$ cat src/rtl/pipe_pkg.sv
// rtl/pipe_pkg.sv - shared constants, occupancy type and halt-fold helper for the pipeline stage
package pipe_pkg;

    localparam int EXC_INST_MISALIGN = 0;
    localparam int EXC_MEM_MISALIGN  = 1;

    localparam int OCC_W = 2;
    typedef logic [OCC_W-1:0] occ_t;

    localparam occ_t OCC_EMPTY = occ_t'(0);
    localparam occ_t OCC_ONE   = occ_t'(1);
    localparam occ_t OCC_FULL  = occ_t'(2);

    // Any exception stops further issue exactly like a decoded halt.
    function automatic logic fold_halt(input logic halt, input logic any_exc);
        return halt | any_exc;
    endfunction

endpackage

$ cat src/rtl/pipe_entry_reg.sv
// rtl/pipe_entry_reg.sv - width-parametrised enable flop bank with async active-high reset
module pipe_entry_reg #(
    parameter int W = 8
) (
    input  logic         clk,
    input  logic         rst,
    input  logic         en,
    input  logic [W-1:0] d,
    output logic [W-1:0] q
);

    always_ff @(posedge clk or posedge rst) begin
        if (rst) begin
            q <= '0;
        end else if (en) begin
            q <= d;
        end
    end

endmodule

$ cat src/rtl/pipe_stage_skid.sv
// rtl/pipe_stage_skid.sv - pipeline stage with halt folding; PIPE_SKID_EN selects two-entry skid
module pipe_stage_skid
    import pipe_pkg::*;
#(
    parameter int DATA_W = 16,
    parameter int CTRL_W = 16,
    parameter int EXC_W  = 2
) (
    input  logic              clk,
    input  logic              rst,
    input  logic              in_valid,
    output logic              in_ready,
    input  logic [DATA_W-1:0] in_data,
    input  logic [CTRL_W-1:0] in_ctrl,
    input  logic              in_halt,
    input  logic [EXC_W-1:0]  in_exc,
    input  logic              flush,
    output logic              out_valid,
    input  logic              out_ready,
    output logic [DATA_W-1:0] out_data,
    output logic [CTRL_W-1:0] out_ctrl,
    output logic [EXC_W-1:0]  out_exc,
    output logic              out_halt,
    output logic [OCC_W-1:0]  occupancy
);

    // Entry layout, MSB first: {data, ctrl, exc, halt_f}.
    localparam int ENT_W = DATA_W + CTRL_W + EXC_W + 1;

    occ_t             occ_q;
    logic             halt_seen_q;
    logic [ENT_W-1:0] in_entry;
    logic [ENT_W-1:0] head_d;
    logic [ENT_W-1:0] head_q;
    logic             head_en;
    logic             accept;
    logic             consume;

    assign in_entry  = {in_data, in_ctrl, in_exc, fold_halt(in_halt, |in_exc)};
    assign out_valid = (occ_q != OCC_EMPTY);
    assign consume   = out_valid & out_ready;
    assign accept    = in_valid & in_ready;
    assign occupancy = occ_q;

`ifdef PIPE_SKID_EN
    logic [ENT_W-1:0] skid_q;
    logic             skid_en;

    // Ready depends on held state only, so no path from out_ready.
    assign in_ready = (occ_q != OCC_FULL) & ~halt_seen_q;
    assign head_d   = (occ_q == OCC_FULL) ? skid_q : in_entry;
    assign head_en  = ~flush & ((accept & ((occ_q == OCC_EMPTY) | consume)) |
                                ((occ_q == OCC_FULL) & consume));
    assign skid_en  = ~flush & accept & ~consume & (occ_q == OCC_ONE);

    pipe_entry_reg #(.W(ENT_W)) u_skid (
        .clk (clk),
        .rst (rst),
        .en  (skid_en),
        .d   (in_entry),
        .q   (skid_q)
    );
`else
    assign in_ready = (~out_valid | out_ready) & ~halt_seen_q;
    assign head_d   = in_entry;
    assign head_en  = ~flush & accept;
`endif

    pipe_entry_reg #(.W(ENT_W)) u_head (
        .clk (clk),
        .rst (rst),
        .en  (head_en),
        .d   (head_d),
        .q   (head_q)
    );

    always_ff @(posedge clk or posedge rst) begin
        if (rst) begin
            occ_q       <= OCC_EMPTY;
            halt_seen_q <= 1'b0;
        end else if (flush) begin
            occ_q       <= OCC_EMPTY;
            halt_seen_q <= 1'b0;
        end else begin
            occ_q <= occ_q + occ_t'(accept) - occ_t'(consume);
            if (accept && in_entry[0]) begin
                halt_seen_q <= 1'b1;
            end
        end
    end

    // Stale storage is never visible once the stage is empty.
    assign out_data = out_valid ? head_q[ENT_W-1 -: DATA_W]        : '0;
    assign out_ctrl = out_valid ? head_q[EXC_W+CTRL_W -: CTRL_W]   : '0;
    assign out_exc  = out_valid ? head_q[EXC_W -: EXC_W]           : '0;
    assign out_halt = out_valid & head_q[0];

endmodule
$ cat config.mk
export PLATFORM = sky130hd
export DESIGN_NAME = pipe_stage_skid
export DESIGN_NICKNAME = d
export VERILOG_FILES = /design/src/rtl/pipe_pkg.sv /design/src/rtl/pipe_entry_reg.sv /design/src/rtl/pipe_stage_skid.sv
export SDC_FILE = /design/constraint.sdc
export NUM_CORES = 1
export LEC_CHECK = 0
export ABC_AREA = 0
export CAP_MARGIN = 20
export CORE_MARGIN = 4
export CORE_UTILIZATION = 35
export DETAILED_ROUTE_END_ITERATION = 7
export GPL_TIMING_DRIVEN = 0
export PLACE_DENSITY = 0.68
export SYNTH_ARGS = -nofsm -noshare
export SYNTH_HDL_FRONTEND = slang
export SYNTH_HIERARCHICAL = 1
export SYNTH_SLANG_ARGS = --single-unit
$ cat constraint.sdc
create_clock -name clk -period 4.46 [get_ports clk]
set_clock_uncertainty 0.2 [all_clocks]
set_input_delay 1.115 -clock clk [delete_from_list [all_inputs] [get_ports clk]]
set_output_delay 1.115 -clock clk [all_outputs]
set_load 0.03 [all_outputs]
==> results.md, run 1 <==
- Met1 WL: around 1900 µm
- GRT Residual Overflow: 0
- RSZ-0062 raised after global routing: false
- Max frequency: about 0.26 GHz
- First-pass DRT Iterations: 3
- Worst hold path type: flip-flop to flip-flop
- Clock transition at path regs: 0.07 ns
- Routed wl met2: about 1700 µm
- DIE AREA: just under 0.007 mm²
- Die Wd: ~82 µm
- Top FF cell, synth: dfrtp_1
- Synth warnings: 6
- Vias in the first global route: around 1.4k
- Die Span Y: a little over 80 µm
- Worst slew margin: approximately 50%
- Post-synth EDFFs: 0
- DRC Markers: 0
- Post-CTS setup buffers: 0
- Critical Path AT: about 2.6 ns
- Crit-path max FO: 3
- Ys async rst share: 100%
- Mapped Area: 0.00192 mm²
- Pwr Density: 662 mW/mm²
- Global placement routability congestion: 0.691
- Post_cts resized: 0
- Nets: approximately 260
- Register area: ~950 µm²
- Most used cell, CP: clkdlybuf4s50_1
- Setup violations, final: 0
- Top Family by Delay on Critical Path: buffers and inverters
- CTS max path bufs: 2
- Multi-input logic area: approximately 840 µm²
- Pin count of the biggest net entering global routing: 36
- Min cycle time layout: 3.88 ns
- ANT cells: 0
- Wire per inst: around 14 µm
- Crit start category: primary input
- Cts hold-fix bufs: 0
- Setup crit end kind: output pin
- LEAKAGE: between 1 and 1.5 nW
- GRT Util Overall: roughly an eighth
- Synthesized netlist cell count: between 100 and 150
- H-tree depth: 2
- Slew Viols, Final: 0
- Via count: around 1.3k
- IO buf count: 78
- Post-synth top area share: 49.4%
- Fill cells: 460
- CP max stage delay: 0.68 ns
- CP Buf/Inv Count: 2
- Max_cap viols: 0
- Routed WL: between 4000 and 5000 µm
- Post-Syn Area per Cell: 14.1 µm²
- # IOs: a little under 80
- Final TNS setup: 0 ns
- CTS root buf: clkbuf_8
- TritonCTS Buffers: 5
- Core Rows: 26
- Share of the core filled with cells: approximately 55%
- Post-synthesis sequential area ratio: 49.4%
- Worst EP required: 3.14 ns
- Iter 0 DRT Violations: 44
- Leading area contributor after synthesis: dfrtp_1
- Worst-Skew Late Latency: 0.28 ns
- Vias per cell: about 4.4
- Count leader, synth: dfrtp_1
- Final Cycle Share: between 80% and 90%
- Area grow syn2layout: 49.9%
- Hpwl dp: slightly above 3000 µm
- Max IR drop VDD: about 0.30 mV
- First-pass GRT wire length: 6690 µm
- Crit-path slowest cell: clkdlybuf4s50_1
- Top cells by area, synth: dfrtp_1 (49%), mux2_4 (23%), nor2b_1 (12%)
- Most frequent cells after synthesis: dfrtp_1 (38), nor2b_1 (37), mux2_4 (30)
- Worst-Margin Slew: 0.751 ns
- Layout cell share with drive strength beyond 1: about a quarter
- Final hold vios: 0
- DR WL met3: around 500 µm
- Max Used Layer: met4
- Antenna viol nets, final: 0
- Initial cell density of the core: between 30 and 40%
- Synth unique cells: 18
- Critical path type: primary input to output pin
- Synth Register Bits: 38
- Core area: about 0.0052 mm²
- Net Count, Synth: 178
- CTS tree: yes
- Initial antenna violation count: 0
- Cells along the critical path: clkdlybuf4s50_1 > o21ba_2 > nor2_1 > clkdlybuf4s50_1
- Clk sinks: 38
- Status: completed
-- path summary, 6_finish.rpt --
path                                             to  slack, ns                      from  cells past startpoint
min in group asynchronous    occupancy[1]$_DFF_PP0_       0.85                       rst                      2
hold / removal             u_head/q[32]$_DFFE_PP0P_       0.30  u_head/q[32]$_DFFE_PP0P_                      1
max in group asynchronous   u_head/q[8]$_DFFE_PP0P_       2.46                       rst                      2
hold reg to reg            u_head/q[32]$_DFFE_PP0P_       0.30  u_head/q[32]$_DFFE_PP0P_                      1
setup / recovery                           in_ready       0.58                 out_ready                      4
setup reg to reg           u_head/q[27]$_DFFE_PP0P_       2.43    occupancy[1]$_DFF_PP0_                      5
-- state kept, by name, summed over array words and instances (netlist names) --
name	flops
halt_seen_q	1
u_head/q	35
occupancy	2
-- through the flow --
step	power [mW]	cell area [µm²]	hold WS, ns	worst slack [ns]	instances
4_1_cts	1.94	2880	0.304	0.570	292
5_1_grt	2.03	2880	0.312	0.491	292
3_3_place_gp	1.68	2790	0.283	0.563	284
6_report	1.91	2880	0.300	0.580	292
2_1_floorplan	1.29	1920	0.273	1.47	136
3_5_place_dp	1.68	2790	0.283	0.584	284
-- kinds of logic after synthesis --
| group | count (synthesis) | share of synthesized area, % |
|---|---|---|
| XOR/XNOR | 1 | 1.17 |
| AND/OR/NAND/NOR | 43 | 13.7 |
| AO/OA/AOI/OAI | 3 | 1.37 |
| multiplexers | 35 | 26.3 |
| buffers and inverters | 14 | 6.70 |
| adder cells (fa/ha/maj) | 2 | 1.30 |
| flip-flops | 38 | 49.4 |
-- layout make-up --
class,count,area share [%]
flip-flops and latches,38,33.0
multi-input cells,84,29.3
repair buffers,78,27.1
plain buffers,8,3.69
well taps,70,3.04
clock buffers,7,2.99
inverters,6,0.781
clock inverters,1,0.174
-- metal layers --
layer / global-route usage, % / vias to the layer above
met4: 3.99 / 0
met5: 0 / -
met3: 6.94 / 7
met1: 17.9 / 610
li1: - / 619
met2: 18.3 / 62
-- cell usage in the layout, fill, tap and decap left out --
cell,count
buf_12,3
buf_2,1
buf_4,1
buf_6,3
clkbuf_1,1
clkbuf_8,6
clkdlybuf4s50_1,78
clkinv_2,1
dfrtp_1,38
ha_1,2
inv_1,5
inv_2,1
mux2_2,5
mux2_4,30
nand2b_1,1
nor2_1,3
nor2b_1,37
nor3_1,1
nor4b_1,1
o211ai_1,1
o21ba_2,1
o32ai_1,1
xnor3_1,1
-- power breakdown --
part | leakage (nW) | switching (mW) | internal, mW
sequential | 0.445 | 0.0790 | 0.505
combinational | 0.720 | 0.511 | 0.573
clock | 0.0482 | 0.116 | 0.125
Note: power is estimated with default switching activity, not from simulation.
==> inputs of run 2 (changes only) <==
--- a/config.mk
+++ b/config.mk
@@ -12,6 +12,7 @@
 export DETAILED_ROUTE_END_ITERATION = 7
 export GPL_TIMING_DRIVEN = 0
 export PLACE_DENSITY = 0.68
+export REMOVE_ABC_BUFFERS = 1
 export SYNTH_ARGS = -nofsm -noshare
 export SYNTH_HDL_FRONTEND = slang
 export SYNTH_HIERARCHICAL = 1
==> results.md, run 2 (same netlist as run 1, synthesis figures left out) <==
- Status: completed (unchanged)
- Max frequency: 0.257 GHz (was 0.258 GHz)
- Worst-Skew Late Latency: 0.28 ns (about the same)
- Setup crit end kind: output pin (unchanged)
- CTS tree: yes (unchanged)
- ANT cells: 0 (unchanged)
- Crit start category: primary input (unchanged)
- LEAKAGE: 1.22 nW (was 1.21 nW)
- Clock transition at path regs: 0.07 ns (about the same)
- Critical Path AT: 2.57 ns (was 2.56 ns)
- Final hold vios: 0 (unchanged)
- Layout cell share with drive strength beyond 1: 23.1% (was 23.4%)
- Worst slew margin: 41.6% (was 49.9%)
- Routed WL: 4000 µm (was 4170 µm)
- Initial antenna violation count: 0 (unchanged)
- Met1 WL: 1840 µm (was 1930 µm)
- Worst-Margin Slew: 0.874 ns (was 0.751 ns)
- Slew Viols, Final: 0 (unchanged)
- Via count: 1264 (was 1298)
- Hpwl dp: 2980 µm (was 3020 µm)
- Routed wl met2: 1840 µm (was 1680 µm)
- First-pass DRT Iterations: 3 (unchanged)
- Antenna viol nets, final: 0 (unchanged)
- Cts hold-fix bufs: 0 (unchanged)
- Global placement routability congestion: 0.764 (was 0.691)
- Fill cells: 484 (was 460)
- Worst hold path type: flip-flop to flip-flop (unchanged)
- H-tree depth: 2 (unchanged)
- TritonCTS Buffers: 5 (unchanged)
- Iter 0 DRT Violations: 45 (was 44)
- Initial cell density of the core: 36.9% (unchanged)
- Min cycle time layout: 3.88 ns (about the same)
- Crit-path max FO: 3 (unchanged)
- GRT Residual Overflow: 0 (unchanged)
- Vias in the first global route: 1374 (was 1387)
- Max FFs per register: 35 (unchanged)
- Final instance area: 0.00288 mm² (about the same)
- Max_cap viols: 0 (unchanged)
- Core area: 0.00520 mm² (unchanged)
- IO buf count: 78 (unchanged)
- Tot Pwr: 1.92 mW (was 1.91 mW)
- Die Span Y: 82.1 µm (unchanged)
- Die Wd: 82.1 µm (unchanged)
- Final Cycle Share: 87.1% (was 87.0%)
- Core Rows: 26 (unchanged)
- First-pass GRT wire length: 6390 µm (was 6690 µm)
- Vias per cell: 4.34 (was 4.45)
- DIE AREA: 0.00674 mm² (unchanged)
- Max IR drop VDD: 0.386 mV (was 0.303 mV)
- Placed Area: 0.00278 mm² (was 0.00279 mm²)
- Area grow syn2layout: 49.8% (was 49.9%)
- Critical path type: primary input to output pin (unchanged)
- Biggest register: u_head/q (unchanged)
- DRC Markers: 0 (unchanged)
- DR WL met3: 276 µm (was 499 µm)
- CTS root buf: clkbuf_8 (unchanged)
- Setup violations, final: 0 (unchanged)
- Pin count of the biggest net entering global routing: 39 (was 36)
- Post_cts resized: 0 (unchanged)
- Leading cell type in the layout, fill and taps excluded: clkdlybuf4s50_1 (unchanged)
- Worst EP required: 3.14 ns (about the same)
- RSZ-0062 raised after global routing: false (unchanged)
- Post-CTS setup buffers: 0 (unchanged)
- # IOs: 79 (unchanged)
- CTS max path bufs: 2 (unchanged)
- GRT Util Overall: 12.5% (was 13.2%)
- Clk sinks: 38 (unchanged)
- Commonest cells after routing, fill and taps aside: clkdlybuf4s50_1 (78), dfrtp_1 (38), nor2b_1 (37) (unchanged)
- Max Used Layer: met4 (unchanged)
- Nets: 262 (was 263)
- Pwr Density: 667 mW/mm² (was 662 mW/mm²)
- Wire per inst: 13.8 µm (was 14.3 µm)
-- run 2: worst max-delay path, cell delays in order --
cell,delay [ns]
clkdlybuf4s50_1,0.49
o21ba_2,0.19
nor2_1,0.09
clkdlybuf4s50_1,0.68
-- run 2: layout make-up --
| class | instances | area [µm²] | share of cell area [%] |
|---|---|---|---|
| clock inverters | 1 | 30.0 | 1.04 |
| well taps | 70 | 87.6 | 3.04 |
| flip-flops and latches | 38 | 951 | 33.0 |
| inverters | 6 | 22.5 | 0.782 |
| repair buffers | 85 | 857 | 29.7 |
| multi-input cells | 84 | 857 | 29.7 |
| clock buffers | 7 | 76.3 | 2.65 |
-- run 2: path summary, 6_finish.rpt --
| check | from | to | slack [ns] | cells past startpoint |
|---|---|---|---|---|
| max | out_ready | in_ready | 0.58 | 4 |
| min | u_head/q[10]$_DFFE_PP0P_ | u_head/q[10]$_DFFE_PP0P_ | 0.30 | 1 |
| max reg2reg | occupancy[1]$_DFF_PP0_ | u_head/q[13]$_DFFE_PP0P_ | 1.95 | 7 |
| min reg2reg | u_head/q[10]$_DFFE_PP0P_ | u_head/q[10]$_DFFE_PP0P_ | 0.30 | 1 |
| max in group asynchronous | rst | u_head/q[32]$_DFFE_PP0P_ | 2.42 | 3 |
| min in group asynchronous | rst | occupancy[0]$_DFF_PP0_ | 0.83 | 2 |
-- run 2: through the flow --
stage	cells	setup WS, ns	util [%]	TNS (ns)	hold WS, ns
floorplan	128	-3.30	-	-112.85	0.273
global placement	276	-5.88	51.6	-202.44	0.282
detailed placement	283	0.574	53.3	0	0.284
CTS	291	0.561	55.4	0	0.304
global route	291	0.539	55.4	0	0.323
finish	291	0.575	55.4	0	0.300
-- run 2: routing by layer --
metal / up-vias / track usage (%)
met1: 594 / 16.9
li1: 614 / -
met2: 52 / 19.5
met3: 4 / 3.58
met4: 0 / 3.99
met5: - / 0
-- run 2: power by group --
group,switching (mW),internal (mW)
clock network,0.116,0.167
registers,0.0787,0.505
logic,0.504,0.549
==> inputs of run 3 (changes only) <==
--- a/config.mk
+++ b/config.mk
@@ -8,10 +8,11 @@
 export ABC_AREA = 0
 export CAP_MARGIN = 20
 export CORE_MARGIN = 4
-export CORE_UTILIZATION = 35
+export CORE_UTILIZATION = 30
 export DETAILED_ROUTE_END_ITERATION = 7
+export GPL_ROUTABILITY_DRIVEN = 0
 export GPL_TIMING_DRIVEN = 0
-export PLACE_DENSITY = 0.68
+export PLACE_DENSITY = 0.6
 export REMOVE_ABC_BUFFERS = 1
 export SYNTH_ARGS = -nofsm -noshare
 export SYNTH_HDL_FRONTEND = slang
==> results.md, run 3 (same netlist as run 1, synthesis figures left out) <==
- Routed WL: 4110 µm (was 4000 µm)
- Crit-path max FO: 3 (unchanged)
- Worst EP required: 3.14 ns (about the same)
- Max frequency: 0.258 GHz (was 0.257 GHz)
- Nets: 261 (was 262)
- Crit start category: primary input (unchanged)
- Fill cells: 578 (was 484)
- Final WS setup: 0.586 ns (was 0.575 ns)
- H-tree depth: 2 (unchanged)
- Cts hold-fix bufs: 0 (unchanged)
- Tot Pwr: 1.86 mW (was 1.92 mW)
- Wire per inst: 14.0 µm (was 13.8 µm)
- Leading cell type in the layout, fill and taps excluded: clkdlybuf4s50_1 (unchanged)
- Max IR drop VDD: 0.277 mV (was 0.386 mV)
- Worst R2R Setup Slack: 1.90 ns (was 1.95 ns)
- Setup violations, final: 0 (unchanged)
- Hold WS: 0.299 ns (was 0.300 ns)
- Worst R2R Start: occupancy[1]$_DFF_PP0_ (unchanged)
- Final instance area: 0.00284 mm² (was 0.00288 mm²)
- Via count: 1269 (was 1264)
- Vias in the first global route: 1405 (was 1374)
- Share of the core filled with cells: 46.8% (was 55.4%)
- # IOs: 79 (unchanged)
- Worst-Skew Late Latency: 0.28 ns (about the same)
- Most used cell, CP: clkdlybuf4s50_1 (unchanged)
- Critical path type: primary input to output pin (unchanged)
- Top Family by Delay on Critical Path: buffers and inverters (unchanged)
- Placed Area: 0.00275 mm² (was 0.00278 mm²)
- DRC Markers: 0 (unchanged)
- R2R depth: 6 (was 7)
- Cells along the critical path: clkdlybuf4s50_1 > o21ba_2 > nor2_1 > clkdlybuf4s50_1 (unchanged)
- Depth of the worst hold-timing path: 1 (unchanged)
- Initial cell density of the core: 31.7% (was 36.9%)
- GRT Util Overall: 11.3% (was 12.5%)
- Iter 0 DRT Violations: 18 (was 45)
- Die Wd: 88.1 µm (was 82.1 µm)
- Worst-Margin Slew: 0.845 ns (was 0.874 ns)
- IO buf count: 78 (unchanged)
- Final hold vios: 0 (unchanged)
- Vias per cell: 4.33 (was 4.34)
- Pwr Density: 656 mW/mm² (was 667 mW/mm²)
- Post-CTS setup buffers: 0 (unchanged)
- Setup crit end kind: output pin (unchanged)
- Worst hold path type: flip-flop to flip-flop (unchanged)
- TritonCTS Buffers: 5 (unchanged)
- Layout cell share with drive strength beyond 1: 23.4% (was 23.1%)
- Core area: 0.00606 mm² (was 0.00520 mm²)
- Place WS: 0.593 ns (was 0.574 ns)
- Die Span Y: 88.1 µm (was 82.1 µm)
- Worst r2r dst: u_head/q[11]$_DFFE_PP0P_ (was u_head/q[13]$_DFFE_PP0P_)
- Clock transition at path regs: 0.07 ns (about the same)
- CTS root buf: clkbuf_8 (unchanged)
- DIE AREA: 0.00776 mm² (was 0.00674 mm²)
- Hold path startpoint: u_head/q[13]$_DFFE_PP0P_ (was u_head/q[10]$_DFFE_PP0P_)
- Hpwl dp: 3080 µm (was 2980 µm)
- Max_cap viols: 0 (unchanged)
- First-pass DRT Iterations: 3 (unchanged)
- Min cycle time layout: 3.87 ns (was 3.88 ns)
- ANT cells: 0 (unchanged)
- CP Buf/Inv Count: 2 (unchanged)
- Pin count of the biggest net entering global routing: 39 (unchanged)
- First-pass GRT wire length: 6800 µm (was 6390 µm)
- Initial antenna violation count: 0 (unchanged)
- CTS max path bufs: 2 (unchanged)
- Hold Path End: u_head/q[13]$_DFFE_PP0P_ (was u_head/q[10]$_DFFE_PP0P_)
- CTS tree: yes (unchanged)
- GRT Residual Overflow: 0 (unchanged)
- Max FFs per register: 35 (unchanged)
- Final Cycle Share: 86.9% (was 87.1%)
- Post_cts resized: 0 (unchanged)
- LEAKAGE: 1.19 nW (was 1.22 nW)
- Area grow syn2layout: 47.5% (was 49.8%)
- RSZ-0062 raised after global routing: false (unchanged)
- CP max stage delay: 0.67 ns (was 0.68 ns)
- Clk sinks: 38 (unchanged)
- Critical Path AT: 2.56 ns (was 2.57 ns)
- Crit-path slowest cell: clkdlybuf4s50_1 (unchanged)
- Slew Viols, Final: 0 (unchanged)
- Biggest register: u_head/q (unchanged)
- Antenna viol nets, final: 0 (unchanged)
- Commonest cells after routing, fill and taps aside: clkdlybuf4s50_1 (78), dfrtp_1 (38), nor2b_1 (37) (unchanged)
- Core Rows: 28 (was 26)
- Status: completed (unchanged)
- Worst slew margin: 43.5% (was 41.6%)
-- run 3: cell count changes in the layout (fill, tap and decap cells not counted), sizes merged --
cell / previous run / this run
bufinv: 1 / 0
buf: 7 / 6
clkbuf: 7 / 6
-- run 3: worst reg2reg max path, stage by stage, from the launching register on --
cell and delay, ns:
dfrtp_1 0.44, o21ba_2 0.26, nor4b_2 0.57, buf_4 0.30, buf_6 0.16, buf_4 0.18
mux2_2 0.34
-- run 3: cell type report --
cell class,instances,area (µm²),area share [%]
clock buffers,6,82.6,2.91
inverters,6,22.5,0.794
multi-input cells,84,857,30.2
flip-flops and latches,38,951,33.5
well taps,75,93.8,3.31
repair buffers,84,830,29.2
-- run 3: per-layer routing --
layer	GRT usage [%]	wire, µm	vias to the layer above
li1	-	-	609
met1	14.1	1800	607
met2	18.8	1920	47
met3	4.33	353	6
met4	2.47	35	0
met5	0	0	-
-- run 3: worst max-delay path by stage --
stage	from	endpoint	slack, ns	cells past startpoint
finish	out_ready	in_ready	0.59	4
global route	out_ready	in_ready	0.53	4
CTS	out_ready	in_ready	0.58	4
detailed placement	out_ready	in_ready	0.59	4
global placement	out_ready	u_head/q[14]$_DFFE_PP0P_	-6.04	4
floorplan	out_ready	u_head/q[10]$_DFFE_PP0P_	-3.30	3
-- run 3: where the power goes --
group          switching, mW  internal, mW  total, mW
Sequential            0.0780         0.505      0.583
Combinational          0.504         0.547       1.05
Clock                  0.106         0.119      0.225
-- run 3: metrics by stage --
step	TNS, ns	cells
after detailed placement	0	287
after floorplan	-112.85	128
after global routing	0	293
after CTS	0	293
after global placement	-210.07	281
final	0	293
